$ cat src/rtl/uart_tx_fifo_pkg.sv
// -----------------------------------------------------------------------------
// uart_tx_fifo_pkg
// Shared types and helpers for the UART transmit FIFO.
//
// Contents:
//   fifo_op_e       - which operations are actually performed on an edge
//                     (push, pop, both or neither) after the full/empty
//                     qualification has been applied.
//   fifo_op_decode  - maps the qualified push/pop pair to a fifo_op_e.
// -----------------------------------------------------------------------------
package uart_tx_fifo_pkg;

    typedef enum logic [1:0] {
        FIFO_OP_IDLE = 2'b00,
        FIFO_OP_POP  = 2'b01,
        FIFO_OP_PUSH = 2'b10,
        FIFO_OP_BOTH = 2'b11
    } fifo_op_e;

    // Decode the accepted push/pop pair into the operation performed this edge.
    function automatic fifo_op_e fifo_op_decode(input logic push, input logic pop);
        fifo_op_e op;
        case ({push, pop})
            2'b10:   op = FIFO_OP_PUSH;
            2'b01:   op = FIFO_OP_POP;
            2'b11:   op = FIFO_OP_BOTH;
            default: op = FIFO_OP_IDLE;
        endcase
        return op;
    endfunction

endpackage : uart_tx_fifo_pkg

$ cat src/rtl/uart_fifo_mem.sv
// -----------------------------------------------------------------------------
// uart_fifo_mem
// DEPTH x DATA_W register array backing the UART transmit FIFO.
// One synchronous write port and one asynchronous (combinational) read port.
// The array is deliberately not reset: the control logic in uart_tx_fifo never
// exposes an entry that has not been written since reset.
//
// Parameters:
//   DATA_W  - word width
//   DEPTH   - number of entries
//   ADDR_W  - address width, $clog2(DEPTH)
//
// Ports:
//   clk    in   1       write clock (posedge)
//   we     in   1       write enable
//   waddr  in   ADDR_W  write address
//   wdata  in   DATA_W  write data
//   raddr  in   ADDR_W  read address
//   rdata  out  DATA_W  mem[raddr], combinational
// -----------------------------------------------------------------------------
module uart_fifo_mem #(
    parameter int DATA_W = 8,
    parameter int DEPTH  = 8,
    parameter int ADDR_W = $clog2(DEPTH)
) (
    input  logic              clk,
    input  logic              we,
    input  logic [ADDR_W-1:0] waddr,
    input  logic [DATA_W-1:0] wdata,
    input  logic [ADDR_W-1:0] raddr,
    output logic [DATA_W-1:0] rdata
);

    logic [DATA_W-1:0] mem_r [DEPTH];

    // Synchronous write port; storage carries no reset.
    always_ff @(posedge clk) begin
        if (we) begin
            mem_r[waddr] <= wdata;
        end
    end

    // Asynchronous read port: DEPTH is a power of two so raddr is always in range.
    assign rdata = mem_r[raddr];

endmodule : uart_fifo_mem

$ cat src/rtl/uart_tx_fifo.sv
// -----------------------------------------------------------------------------
// uart_tx_fifo
// First-word-fall-through byte FIFO in front of the UART transmitter.
// The host pushes bytes with wrEn; the transmitter's registered one-cycle
// txDone pulse drives rdEn and pops the head. The head byte is presented on
// dataOut whenever empty=0 so the transmitter can latch it while idle.
//
// Parameters (defaults come from `UART_DATA_W / `TXFIFO_DEPTH, normally
// supplied by the shared UartStates.v include; 8 / 8 if not defined):
//   DATA_W  - byte width, must match the transmitter
//   DEPTH   - number of entries, power of two, >= 2
//   ADDR_W  - pointer width, $clog2(DEPTH)
//
// Ports:
//   clk        in   1         system clock, all state on posedge
//   reset      in   1         asynchronous, active-high, clears all state
//   wrEn       in   1         push dataIn this cycle
//   dataIn     in   DATA_W    byte to push
//   rdEn       in   1         pop head (transmitter txDone)
//   dataOut    out  DATA_W    head byte, 0 while empty
//   empty      out  1         no entries stored
//   full       out  1         count == DEPTH
//   count      out  ADDR_W+1  occupancy 0..DEPTH
//   overflow   out  1         sticky, write dropped while full   (macro only)
//   underflow  out  1         sticky, pop requested while empty  (macro only)
//
// Configuration:
//   UART_TXFIFO_ERR_FLAGS_EN - when defined, adds the sticky overflow and
//   underflow outputs. When undefined those ports do not exist and dropped
//   writes / empty pops are silently ignored.
// -----------------------------------------------------------------------------
`ifndef UART_DATA_W
`define UART_DATA_W 8
`endif
`ifndef TXFIFO_DEPTH
`define TXFIFO_DEPTH 8
`endif

module uart_tx_fifo
    import uart_tx_fifo_pkg::*;
#(
    parameter int DATA_W = `UART_DATA_W,
    parameter int DEPTH  = `TXFIFO_DEPTH,
    parameter int ADDR_W = $clog2(DEPTH)
) (
    input  logic              clk,
    input  logic              reset,
    input  logic              wrEn,
    input  logic [DATA_W-1:0] dataIn,
    input  logic              rdEn,
    output logic [DATA_W-1:0] dataOut,
    output logic              empty,
    output logic              full,
    output logic [ADDR_W:0]   count
`ifdef UART_TXFIFO_ERR_FLAGS_EN
    ,
    output logic              overflow,
    output logic              underflow
`endif
);

    localparam logic [ADDR_W:0]   DEPTH_CNT = (ADDR_W + 1)'(DEPTH);
    localparam logic [ADDR_W:0]   CNT_ZERO  = {(ADDR_W + 1){1'b0}};
    localparam logic [ADDR_W:0]   CNT_ONE   = (ADDR_W + 1)'(1);
    localparam logic [ADDR_W-1:0] PTR_ZERO  = {ADDR_W{1'b0}};
    localparam logic [ADDR_W-1:0] PTR_ONE   = ADDR_W'(1);

    // Architectural state
    logic [ADDR_W-1:0] wr_ptr_r;
    logic [ADDR_W-1:0] rd_ptr_r;
    logic [ADDR_W:0]   count_r;
    logic              empty_r;
    logic              full_r;

    // Next-state and qualified controls
    logic [ADDR_W-1:0] wr_ptr_nxt_s;
    logic [ADDR_W-1:0] rd_ptr_nxt_s;
    logic [ADDR_W:0]   count_nxt_s;
    logic              push_ok_s;
    logic              pop_ok_s;
    fifo_op_e          op_s;
    logic [DATA_W-1:0] head_s;

    // Qualify requests and compute next pointers/count from the performed operation.
    always_comb begin
        // A pop frees a slot on the same edge, so a push into a full FIFO is
        // accepted when it coincides with a pop. Full implies non-empty
        // (DEPTH >= 2), so that pop is always genuine.
        push_ok_s    = wrEn & (~full_r | rdEn);
        // In the empty case a simultaneous push cannot be popped: there is
        // no bypass from dataIn to the head.
        pop_ok_s     = rdEn & ~empty_r;
        op_s         = fifo_op_decode(push_ok_s, pop_ok_s);
        wr_ptr_nxt_s = wr_ptr_r;
        rd_ptr_nxt_s = rd_ptr_r;
        count_nxt_s  = count_r;
        case (op_s)
            FIFO_OP_PUSH: begin
                wr_ptr_nxt_s = wr_ptr_r + PTR_ONE;
                count_nxt_s  = count_r + CNT_ONE;
            end
            FIFO_OP_POP: begin
                rd_ptr_nxt_s = rd_ptr_r + PTR_ONE;
                count_nxt_s  = count_r - CNT_ONE;
            end
            FIFO_OP_BOTH: begin
                wr_ptr_nxt_s = wr_ptr_r + PTR_ONE;
                rd_ptr_nxt_s = rd_ptr_r + PTR_ONE;
                count_nxt_s  = count_r;
            end
            FIFO_OP_IDLE: begin
                count_nxt_s  = count_r;
            end
            default: begin
                count_nxt_s  = count_r;
            end
        endcase
    end

    // Pointer, occupancy and status registers; flags follow next-state count.
    always_ff @(posedge clk or posedge reset) begin
        if (reset) begin
            wr_ptr_r <= PTR_ZERO;
            rd_ptr_r <= PTR_ZERO;
            count_r  <= CNT_ZERO;
            empty_r  <= 1'b1;
            full_r   <= 1'b0;
        end else begin
            wr_ptr_r <= wr_ptr_nxt_s;
            rd_ptr_r <= rd_ptr_nxt_s;
            count_r  <= count_nxt_s;
            empty_r  <= (count_nxt_s == CNT_ZERO);
            full_r   <= (count_nxt_s == DEPTH_CNT);
        end
    end

    uart_fifo_mem #(
        .DATA_W (DATA_W),
        .DEPTH  (DEPTH),
        .ADDR_W (ADDR_W)
    ) u_mem (
        .clk   (clk),
        .we    (push_ok_s),
        .waddr (wr_ptr_r),
        .wdata (dataIn),
        .raddr (rd_ptr_r),
        .rdata (head_s)
    );

    // Head byte is masked while empty so stale or never-written entries never leak.
    always_comb begin
        if (empty_r) begin
            dataOut = {DATA_W{1'b0}};
        end else begin
            dataOut = head_s;
        end
    end

    assign empty = empty_r;
    assign full  = full_r;
    assign count = count_r;

`ifdef UART_TXFIFO_ERR_FLAGS_EN
    logic overflow_r;
    logic underflow_r;
    logic overflow_set_s;
    logic underflow_set_s;

    // A write is dropped only when full without a coinciding pop; a pop
    // request is an underflow only when empty and no push accompanies it.
    always_comb begin
        overflow_set_s  = wrEn & full_r & ~rdEn;
        underflow_set_s = rdEn & empty_r & ~wrEn;
    end

    // Sticky error flags, cleared only by reset.
    always_ff @(posedge clk or posedge reset) begin
        if (reset) begin
            overflow_r  <= 1'b0;
            underflow_r <= 1'b0;
        end else begin
            if (overflow_set_s) begin
                overflow_r <= 1'b1;
            end
            if (underflow_set_s) begin
                underflow_r <= 1'b1;
            end
        end
    end

    assign overflow  = overflow_r;
    assign underflow = underflow_r;
`endif

endmodule : uart_tx_fifo

$ cat config.mk
export PLATFORM = sky130hd
export DESIGN_NAME = uart_tx_fifo
export DESIGN_NICKNAME = d
export VERILOG_FILES = /design/src/rtl/uart_tx_fifo_pkg.sv /design/src/rtl/uart_fifo_mem.sv /design/src/rtl/uart_tx_fifo.sv
export SDC_FILE = /design/constraint.sdc
export NUM_CORES = 1
export LEC_CHECK = 0
export ABC_AREA = 1
export ABC_CLOCK_PERIOD_IN_PS = 2200
export CAP_MARGIN = 10
export CORE_MARGIN = 4
export CORE_UTILIZATION = 25
export DETAILED_ROUTE_END_ITERATION = 8
export DONT_BUFFER_PORTS = 1
export GPL_TIMING_DRIVEN = 0
export HOLD_SLACK_MARGIN = 0.12
export PLACE_DENSITY = 0.44
export SLEW_MARGIN = 0
export SYNTH_ARGS = -nofsm -noshare
export SYNTH_HDL_FRONTEND = slang
export SYNTH_SLANG_ARGS = --single-unit
export TNS_END_PERCENT = 30
$ cat constraint.sdc
create_clock -name clk -period 2.2 [get_ports clk]
set_input_delay 0.33 -clock clk [delete_from_list [all_inputs] [get_ports clk]]
set_output_delay 0.33 -clock clk [all_outputs]
set_load 0.03 [all_outputs]
**Word level (Yosys, flattened, before mapping)**

Memory sizes are Yosys's and may differ from the RTL's.
Cells that the tools add are included.

- Memories kept: 1
- Word-level logic and storage cells: 32
- Output and inout port bits: 14
- Input port bits: 12
- RAM bits: 64
- Flip-flop bits (word level): 12

Memory list:

| name | depth | width | read ports | clocked after memory_dff | wr ports | RTL line | source |
|---|---|---|---|---|---|---|---|
| u_mem.mem_r | 8 | 8 | 1 | 0 | 1 | uart_fifo_mem.sv:34 | `logic [DATA_W-1:0] mem_r [DEPTH];` |

- Equality and inequality tests: 7
- Bitwise operators: 5
- $add $sub $neg: 4
- Multiplexer cells: 5
- Reductions and logical operators: 5

Operator list:

| cell | number |
|---|---|
| 4-bit one-hot mux with 3 select lines | 1 |
| 2-bit == test (second input constant) | 4 |
| 8-bit two-way mux | 1 |
| 3-bit by 1-bit adder with 3-bit output (second input constant) | 2 |
| 2-bit one-hot mux with 3 select lines | 1 |
| 2-bit OR reduction | 3 |
| 4-bit by 1-bit adder with 4-bit output (second input constant) | 1 |
| 2-bit by 1-bit == test with 1-bit output (second input constant) | 2 |
| 4-bit == test (second input constant) | 1 |
| 4-bit logical NOT | 1 |
| 4-bit by 1-bit subtractor with 4-bit output (second input constant) | 1 |
| 1-bit AND | 2 |
| 2-bit logical NOT | 1 |
| 1-bit two-way mux | 2 |
| 1-bit inverter | 2 |
| 1-bit bitwise OR | 1 |

**Longest topological paths before layout**

Gate-level depths: netlist of run 1.

- Word-level depth: 9
- Gate-level depth with buffers: 14
- Mapped depth without buffers: 14

**Hierarchy**

A second synthesis of run 1 with hierarchy kept.

- Cells, all modules: 384
- Area, all modules: 3,616.0 um^2

By module, submodules not included:

| module | times used | cells an instance | seq. area each (um^2) | area each (um^2) |
|---|---|---|---|---|
| uart_fifo_mem | 1 | 295 | 1,921.8 | 2,890.3 |
| uart_tx_fifo | 1 | 89 | 301.5 | 725.7 |

**Worst setup path before layout of run 1**

OpenSTA, ideal clock, no wires.

- Path type: flip-flop to flip-flop
- Start: register empty_r, in the netlist empty
- End: register full_r, in the netlist full
- Period minus slack after synthesis: 2.106 ns
- Stages on the path, launching flop included: 13
- Slack: 0.094 ns
- Arrival: 2.035 ns
- Buffers on the path: 0
- Setup time: 0.072 ns
- Data required time: 2.128 ns
- Cells stage by stage: dfstp_2 > inv_2 > nand2_4 > inv_1 > ha_1 > nor2_1 > nor2_4 > ha_1 > nand2_1 > nand2_1 > nor2_1 > nand3_1 > nor2_1

- Word-level cells in the longest chain between the ends: 8
- Elaborated cells on any way between the ends: 13
- Those cells by class: 7 x eq/ne; 2 x mux; 2 x bitwise; 2 x reduce/logical

RTL lines:

| item | RTL line | source |
|---|---|---|
| start, declared | uart_tx_fifo.sv:72 | `logic empty_r;` |
| start signal, assigned | uart_tx_fifo.sv:132 | `empty_r <= (count_nxt_s == CNT_ZERO);` |
| 1-bit inverter * | uart_tx_fifo.sv:92 | `pop_ok_s = rdEn & ~empty_r;` |
| 1-bit AND * | uart_tx_fifo.sv:92 |  |
| 2-bit == test / 2-bit by 1-bit == test with 1-bit output (equally long branches) | uart_tx_fifo_pkg.sv:23 | `case ({push, pop})` |
| 2-bit one-hot mux with 3 select lines * | uart_tx_fifo_pkg.sv:23 |  |
| 2-bit == test / 2-bit logical NOT (equally long branches) | uart_tx_fifo.sv:97 | `case (op_s)` |
| 2-bit OR reduction (no source line) | - |  |
| 4-bit one-hot mux with 3 select lines * | uart_tx_fifo.sv:97 |  |
| via count_nxt_s[1] | uart_tx_fifo.sv:78 | `logic [ADDR_W:0] count_nxt_s;` |
| 4-bit == test * | uart_tx_fifo.sv:133 | `full_r <= (count_nxt_s == DEPTH_CNT);` |
| end signal, assigned | uart_tx_fifo.sv:133 |  |
| end, declared | uart_tx_fifo.sv:73 | `logic full_r;` |

The timed path passes the listed nets; every way through them passes the cells marked *.
A chain may end at the register's enable or synchronous reset.

**Final worst setup path of run 1**

- Start: register rd_ptr_r[0]
- End: output dataOut[3]

- Word-level cells in the longest chain between the ends: 2

RTL lines:

| item | RTL line | source |
|---|---|---|
| start, declared | uart_tx_fifo.sv:70 | `logic [ADDR_W-1:0] rd_ptr_r;` |
| start signal, assigned | uart_tx_fifo.sv:130 | `rd_ptr_r <= rd_ptr_nxt_s;` |
| memory read 8 x 8 bit | - |  |
| 8-bit two-way mux | uart_tx_fifo.sv:152 | `if (empty_r) begin` |
| end, declared | uart_tx_fifo.sv:51 | `output logic [DATA_W-1:0] dataOut,` |

No other way between the ends.

==> flow_metrics.env, run 1 <==
export IMPL_r2r_cells=13
export IMPL_crit_path_start_kind="flop"
export IMPL_cp_max_fo=10
export IMPL_crit_slowest_cell="nor2_2"
export IMPL_cap_violations=0
export IMPL_setup_ws_ns=0.0407
export IMPL_rows=41
export IMPL_dr_first_iter_drc_count=124
export IMPL_p_leak_nw=1.45
export IMPL_cts_root_buf="clkbuf_16"
export IMPL_grt_pass1_wl_um=11600
export IMPL_vias=2054
export IMPL_yosysUniqueCellTypes=28
export IMPL_synthTopCellsByArea="edfxtp_1 (59%), dfrtp_1 (8.4%), nor2_1 (6.8%)"
export IMPL_drv_slew=0
export IMPL_vdd_drop_max_v=0.000512
export IMPL_finalHoldViolations=0
export IMPL_ys_seq_elements=76
export IMPL_portBuffers=0
export IMPL_critical_path_cell_chain="buf_4 > buf_2 > o21ai_0 > o22ai_1 > nor2_1 > nor2_2"
export IMPL_clock_latency_ns=0.33
export IMPL_start_util_pct=25.7
export IMPL_synth_area_leader_cell="edfxtp_1"
export IMPL_place_ws_ns=-0.152
export IMPL_yosysWarnings=0
export IMPL_antenna_left=0
export IMPL_post_dp_cell_area_um2=3490
export IMPL_final_layout_size_suffix_gt1_share_pct=20.6
export IMPL_dp_hpwl_um=4880
export IMPL_cts_tree="done"
export IMPL_end_kind="primary output"
export IMPL_area_growth_pct=22.5
export IMPL_coreArea_um2=12700
export IMPL_r2r_end="full"
export IMPL_powerDensity_nw_per_um2=1440
export IMPL_cts_max_path_buffers=2
export IMPL_io_pin_count=26
export IMPL_path_class="reg -> out"
export IMPL_routed_wirelength_um=7430
export IMPL_die_w_um=122
export IMPL_yosysSeqAreaShare_pct=67.9
export IMPL_layout_common_cells="edfxtp_1 (64), nor2_1 (46), o21ai_0 (32), nand2_1 (27), inv_1 (12)"
export IMPL_cts_num_sinks=76
export IMPL_worst_pin_slew_ns=0.909
export IMPL_drc=0
export IMPL_grt_max_degree=14
export IMPL_num_nets_final=318
export IMPL_die_h_um=122
export IMPL_relSlewSlack_pct=39.1
export IMPL_numCtsBuffers=9
export IMPL_netlist_area_leader_share_pct=58.7
export IMPL_htreeDepth=3
export IMPL_rsz0062_at_grt="yes"
export IMPL_worstHoldPathCells=4
export IMPL_cpPeakStageDelay_ns=0.36
export IMPL_antenna_found_initial=0
export IMPL_netlist_area_um2=3270
export IMPL_cts_clk_slew_worst_paths_ns=0.06
export IMPL_antenna_cells=0
export IMPL_critical_path_arrival_ns=1.83
export IMPL_viasPerCell=4.30
export IMPL_min_to="rd_ptr_r[1]"
export IMPL_min_from="rdEn"
export IMPL_skew_ns=0.00511
export IMPL_fmax_mhz=463
export IMPL_rr_startpoint="empty"
export IMPL_grt_pass1_vias=2051
export IMPL_hold_class="in -> reg"
export IMPL_stdcell_area_um2=4010
export IMPL_synth_nets=294
export IMPL_die_area_um2=15000
export IMPL_outcome="completed"
export IMPL_final_min_clock_period_ns=2.16
export IMPL_required_ns=1.87
export IMPL_period_share_pct=98.1
export IMPL_wire_per_inst_um=15.5
export IMPL_layout_commonest_cell="edfxtp_1"
export IMPL_first_pass_iters=4
export IMPL_syn_area_per_cell_um2=11.8
export IMPL_track_usage_pct=10.5
export IMPL_routabilityCongestion=0.706
export IMPL_syn_instance_count=277
export IMPL_setup_violations=0
export IMPL_overflow=0
export IMPL_r2r_slack_ns=0.13
[flip-flops by register name, summed over array words and instances, names as in the netlist]
name and cells:
u_mem.mem_r 64, rd_ptr_r 3, empty 1, wr_ptr_r 3, full 1, count 4
[repair_timing]
item                                    4_1_cts  5_1_grt
setup buffers                                 0        5
endpoints found under the setup margin       10       42
hold endpoints to repair                     75        0
gates resized for setup                      15       19
hold buffers                                  9        0
pin swaps                                     4        7
gates cloned                                  0        0
[power breakdown]
| group | switching, W | internal, W |
|---|---|---|
| logic | 0.00150 | 0.000690 |
| clock network | 0.000571 | 0.000878 |
| registers | 0.000286 | 0.00187 |
| total | 0.00236 | 0.00343 |
[final cells by class]
class | count | area [µm²]
plain buffers | 9 | 71.3
clock buffers | 10 | 229
clock inverters | 6 | 63.8
fillers | 1330 | 8710
inverters | 17 | 71.3
multi-input cells | 174 | 1010
flip-flops and latches | 76 | 2230
well taps | 172 | 215
repair buffers | 14 | 128
[kinds of logic (layout without fill, tap and decap cells)]
| kind of cell | count (synthesis) | after routing | synth area share (%) |
|---|---|---|---|
| AND/OR/NAND/NOR | 105 | 105 | 13.9 |
| adder cells (fa/ha/maj) | 5 | 5 | 1.91 |
| AO/OA/AOI/OAI | 51 | 51 | 8.29 |
| XOR/XNOR | 5 | 5 | 1.34 |
| buffers and inverters | 27 | 56 | 4.16 |
| multiplexers | 8 | 8 | 2.45 |
| flip-flops | 76 | 76 | 67.9 |
[synthesized netlist by cell type]
library cell and n:
nand2_1 28, nand3_1 5, clkbuf_1 1, nand4_1 2, o21ai_1 7, dfrtp_1 11, nor2_1 59, o22ai_1 8
a21oi_2 1, dfstp_2 1, buf_6 3, xnor2_1 1, nand2_2 4, inv_1 14, mux2i_1 8, buf_2 4
edfxtp_1 64, xor2_1 4, o21ai_0 34, nand3_2 1, nor2_4 3, ha_1 5, nand2_4 1, or2_1 1
o21bai_1 1, inv_2 3, nor2_2 1, buf_4 2
[critical path: cells and delay by family, from the launching register on]
family	cells	cell delay, ns
DFF	1	0.34
buffers and inverters	2	0.41
AOI/OAI and AO/OA	2	0.30
and+or+nand+nor	2	0.43
[how the worst max path moves through the flow]
stage | to | startpoint | cells after the start | slack, ns
4_1_cts | full | empty | 13 | -0.04
5_1_grt | dataOut[0] | rd_ptr_r[0] | 7 | -0.10
2_1_floorplan | full | empty | 12 | 0.09
3_3_place_gp | full | empty | 12 | -0.14
6_report | dataOut[3] | rd_ptr_r[0] | 6 | 0.04
3_5_place_dp | full | empty | 12 | -0.15
[layer usage]
layer	track usage [%]	part of all wire [%]	routed length, µm
met5	0	0	0
met2	16.3	46	3430
met3	4.42	6.9	514
met4	2.73	0.79	59
met1	13.6	46	3420
[stage by stage]
stage          power, W  TNS, ns  std cells  util, %  hold slack [ns]
6_report        0.00579        0        478     31.5            0.228
3_3_place_gp    0.00415   -0.272        449     27.4            0.302
3_5_place_dp    0.00415   -0.286        449     27.4            0.301
4_1_cts         0.00573  -0.0581        474     30.7            0.188
2_1_floorplan   0.00365        0        277        -            0.194
5_1_grt         0.00620   -0.285        478     31.5            0.233
(Power assumes the default switching activity.)
==> run 2, diff against run 1 <==
Settings changed: ABC_AREA 1 to 0.
==> run 2 against run 1 <==
Non-clock buffer count fell by 1. Synthesized area fell by 2.5%. Fmax fell by 15%. Synthesized cell count fell by 38%. Largest power group is now sequential cells. Flip-flop and latch count did not move. Highest routed layer unchanged. Utilization rose by 0.52 points. Worst hold slack improved by 0.035 ns. Critical endpoint is now full. Global-route usage fell by 0.94 points. Design area rose by 0.41%. Via count fell by 24%. The flow now finishes with violations (negative setup slack).
==> flow_metrics.env, run 2 <==
export IMPL_yosysUniqueCellTypes=41
export IMPL_crit_cells=7
export IMPL_stdcell_area_um2=4030
export IMPL_vdd_drop_max_v=0.000395
export IMPL_cts_clk_slew_worst_paths_ns=0.06
export IMPL_rr_startpoint="empty"
export IMPL_crit_path_start_kind="flop"
export IMPL_numCtsBuffers=9
export IMPL_clock_latency_ns=0.33
export IMPL_powerDensity_nw_per_um2=1450
export IMPL_antenna_left=0
export IMPL_ys_top_cells_by_count="edfxtp_1 (64), mux4_2 (16), nor2_1 (13)"
export IMPL_synth_edff_count=64
export IMPL_cap_violations=0
export IMPL_synth_area_leader_cell="edfxtp_1"
export IMPL_end_kind="flop"
export IMPL_vias=1553
export IMPL_netlist_area_um2=3190
export IMPL_syn_instance_count=173
export IMPL_dr_first_iter_drc_count=99
export IMPL_rsz0062_at_grt="yes"
export IMPL_start_util_pct=25.4
export IMPL_num_nets_final=216
export IMPL_synth_nets=190
export IMPL_relSlewSlack_pct=40.3
export IMPL_ys_seq_elements=76
export IMPL_wire_per_inst_um=17.2
export IMPL_portBuffers=0
export IMPL_skew_ns=0.00197
export IMPL_required_ns=2.44
export IMPL_regMostFlops="u_mem.mem_r"
export IMPL_place_ws_ns=-0.693
export IMPL_worstHoldPathCells=2
export IMPL_hold_ws_ns=0.263
export IMPL_fmax_mhz=395
export IMPL_htreeDepth=3
export IMPL_r2r_slack_ns=-0.33
export IMPL_yosysSeqAreaShare_pct=69.7
export IMPL_track_usage_pct=9.57
export IMPL_violations="negative setup slack"
export IMPL_grt_pass1_vias=1653
export IMPL_final_layout_size_suffix_gt1_share_pct=38.4
export IMPL_outcome="finished with violations"
export IMPL_cts_max_path_buffers=2
export IMPL_layout_commonest_cell="edfxtp_1"
export IMPL_routabilityCongestion=0.677
export IMPL_post_dp_cell_area_um2=3460
export IMPL_crit_path_end="full"
export IMPL_r2r_cells=7
export IMPL_io_pin_count=26
export IMPL_crit_buf_inv=0
export IMPL_final_min_clock_period_ns=2.53
export IMPL_routed_wirelength_um=6440
export IMPL_p_leak_nw=1.34
export IMPL_synthTopCellsByArea="edfxtp_1 (60%), mux4_2 (11%), dfrtp_1 (8.6%)"
export IMPL_period_share_pct=115
export IMPL_cts_root_buf="clkbuf_16"
export IMPL_die_w_um=121
export IMPL_coreArea_um2=12600
export IMPL_dp_hpwl_um=4140
export IMPL_worst_path_dominant_cell_family="flip-flops"
export IMPL_cts_num_sinks=76
export IMPL_crit_path_start="empty"
export IMPL_layout_common_cells="edfxtp_1 (64), mux4_2 (16), dfrtp_1 (10), clkbuf_16 (9), dlygate4sd3_1 (9)"
export IMPL_drv_slew=0
export IMPL_first_pass_iters=4
export IMPL_viasPerCell=4.14
export IMPL_die_h_um=121
export IMPL_setup_ws_ns=-0.334
export IMPL_finalHoldViolations=0
export IMPL_cp_max_fo=3
export IMPL_drc=0
export IMPL_antenna_cells=0
export IMPL_r2r_end="full"
export IMPL_die_area_um2=14600
export IMPL_antenna_found_initial=0
export IMPL_synth_main_ff_cell="edfxtp_1"
export IMPL_syn_area_per_cell_um2=18.4
export IMPL_largest_reg_flops=64
export IMPL_crit_slowest_cell="dfstp_2"
export IMPL_cpPeakStageDelay_ns=0.65
export IMPL_hold_class="in -> reg"
export IMPL_worst_pin_slew_ns=0.892
export IMPL_critical_path_cell_chain="and2b_4 > ha_4 > xor2_1 > ha_1 > or3b_4 > o41a_1 > a211oi_2"
export IMPL_area_growth_pct=26.2
export IMPL_grt_pass1_wl_um=10000
export IMPL_cts_tree="done"
export IMPL_yosysWarnings=0
export IMPL_final_core_util_pct=32.1
export IMPL_async_flop_share_pct=15.8
export IMPL_path_class="reg -> reg"
export IMPL_grt_max_degree=14
export IMPL_critical_path_arrival_ns=2.77
export IMPL_setup_violations=2
export IMPL_netlist_area_leader_share_pct=60.2
export IMPL_rows=41
export IMPL_overflow=0
export IMPL_synth_most_common_cell="edfxtp_1"
run 2: report_power, final:
part	internal [W]	leakage [nW]	switching, W	total, W
registers	0.00187	0.720	0.000368	0.00224
clock network	0.000872	0.142	0.000556	0.00143
logic	0.00101	0.480	0.00118	0.00219
total	0.00376	1.34	0.00210	0.00586
run 2: cells by family after synthesis:
group | count (synthesis) | synth area share [%]
DFF | 76 | 69.7
and+or+nand+nor | 35 | 7.10
muxes | 27 | 14.9
buffers and inverters | 13 | 1.96
AOI/OAI and AO/OA | 10 | 2.55
xor gates and xnor gates | 7 | 1.92
adders and majority gates | 5 | 1.96
run 2: per-stage QoR:
step / std cells / setup TNS [ns] / total power, W
finish: 375 / -0.602 / 0.00586
detailed placement: 346 / -4.89 / 0.00405
global route: 375 / -0.899 / 0.00619
floorplan: 173 / -0.739 / 0.00361
CTS: 374 / -0.882 / 0.00588
global placement: 345 / -20.96 / 0.00400
run 2: timing repair:
action                     4_1_cts  5_1_grt
buffers inserted                 5        1
pin swaps                        5        3
setup endpoints to repair       46       11
resized for setup               31        6
hold endpoints to repair        75        0
hold buffers                     9        0
cloned                           1        0
run 2: layer usage:
layer | GRT usage [%] | share of wire [%] | vias to the layer above
li1 | - | - | 737
met1 | 12.2 | 46 | 782
met2 | 15.2 | 49 | 25
met3 | 1.96 | 3.3 | 9
met4 | 5.31 | 2.1 | 0
met5 | 0 | 0 | -
run 2: worst min-delay path by stage:
stage,slack [ns],end,start
2_1_floorplan,0.19,count[0],reset
3_3_place_gp,0.28,wr_ptr_r[1],reset
3_5_place_dp,0.30,wr_ptr_r[1],reset
4_1_cts,0.26,wr_ptr_r[0],wrEn
5_1_grt,0.26,wr_ptr_r[0],wrEn
6_report,0.26,wr_ptr_r[0],wrEn
run 2: final cells by class:
| class | count | area (µm²) |
|---|---|---|
| clock inverter | 6 | 65.1 |
| timing repair buffer | 17 | 174 |
| clock buffer | 9 | 225 |
| sequential | 76 | 2220 |
| multi-input combinational | 84 | 1030 |
| fill | 1237 | 8540 |
| inverter | 6 | 22.5 |
| tap | 172 | 215 |
| buffer | 5 | 70.1 |
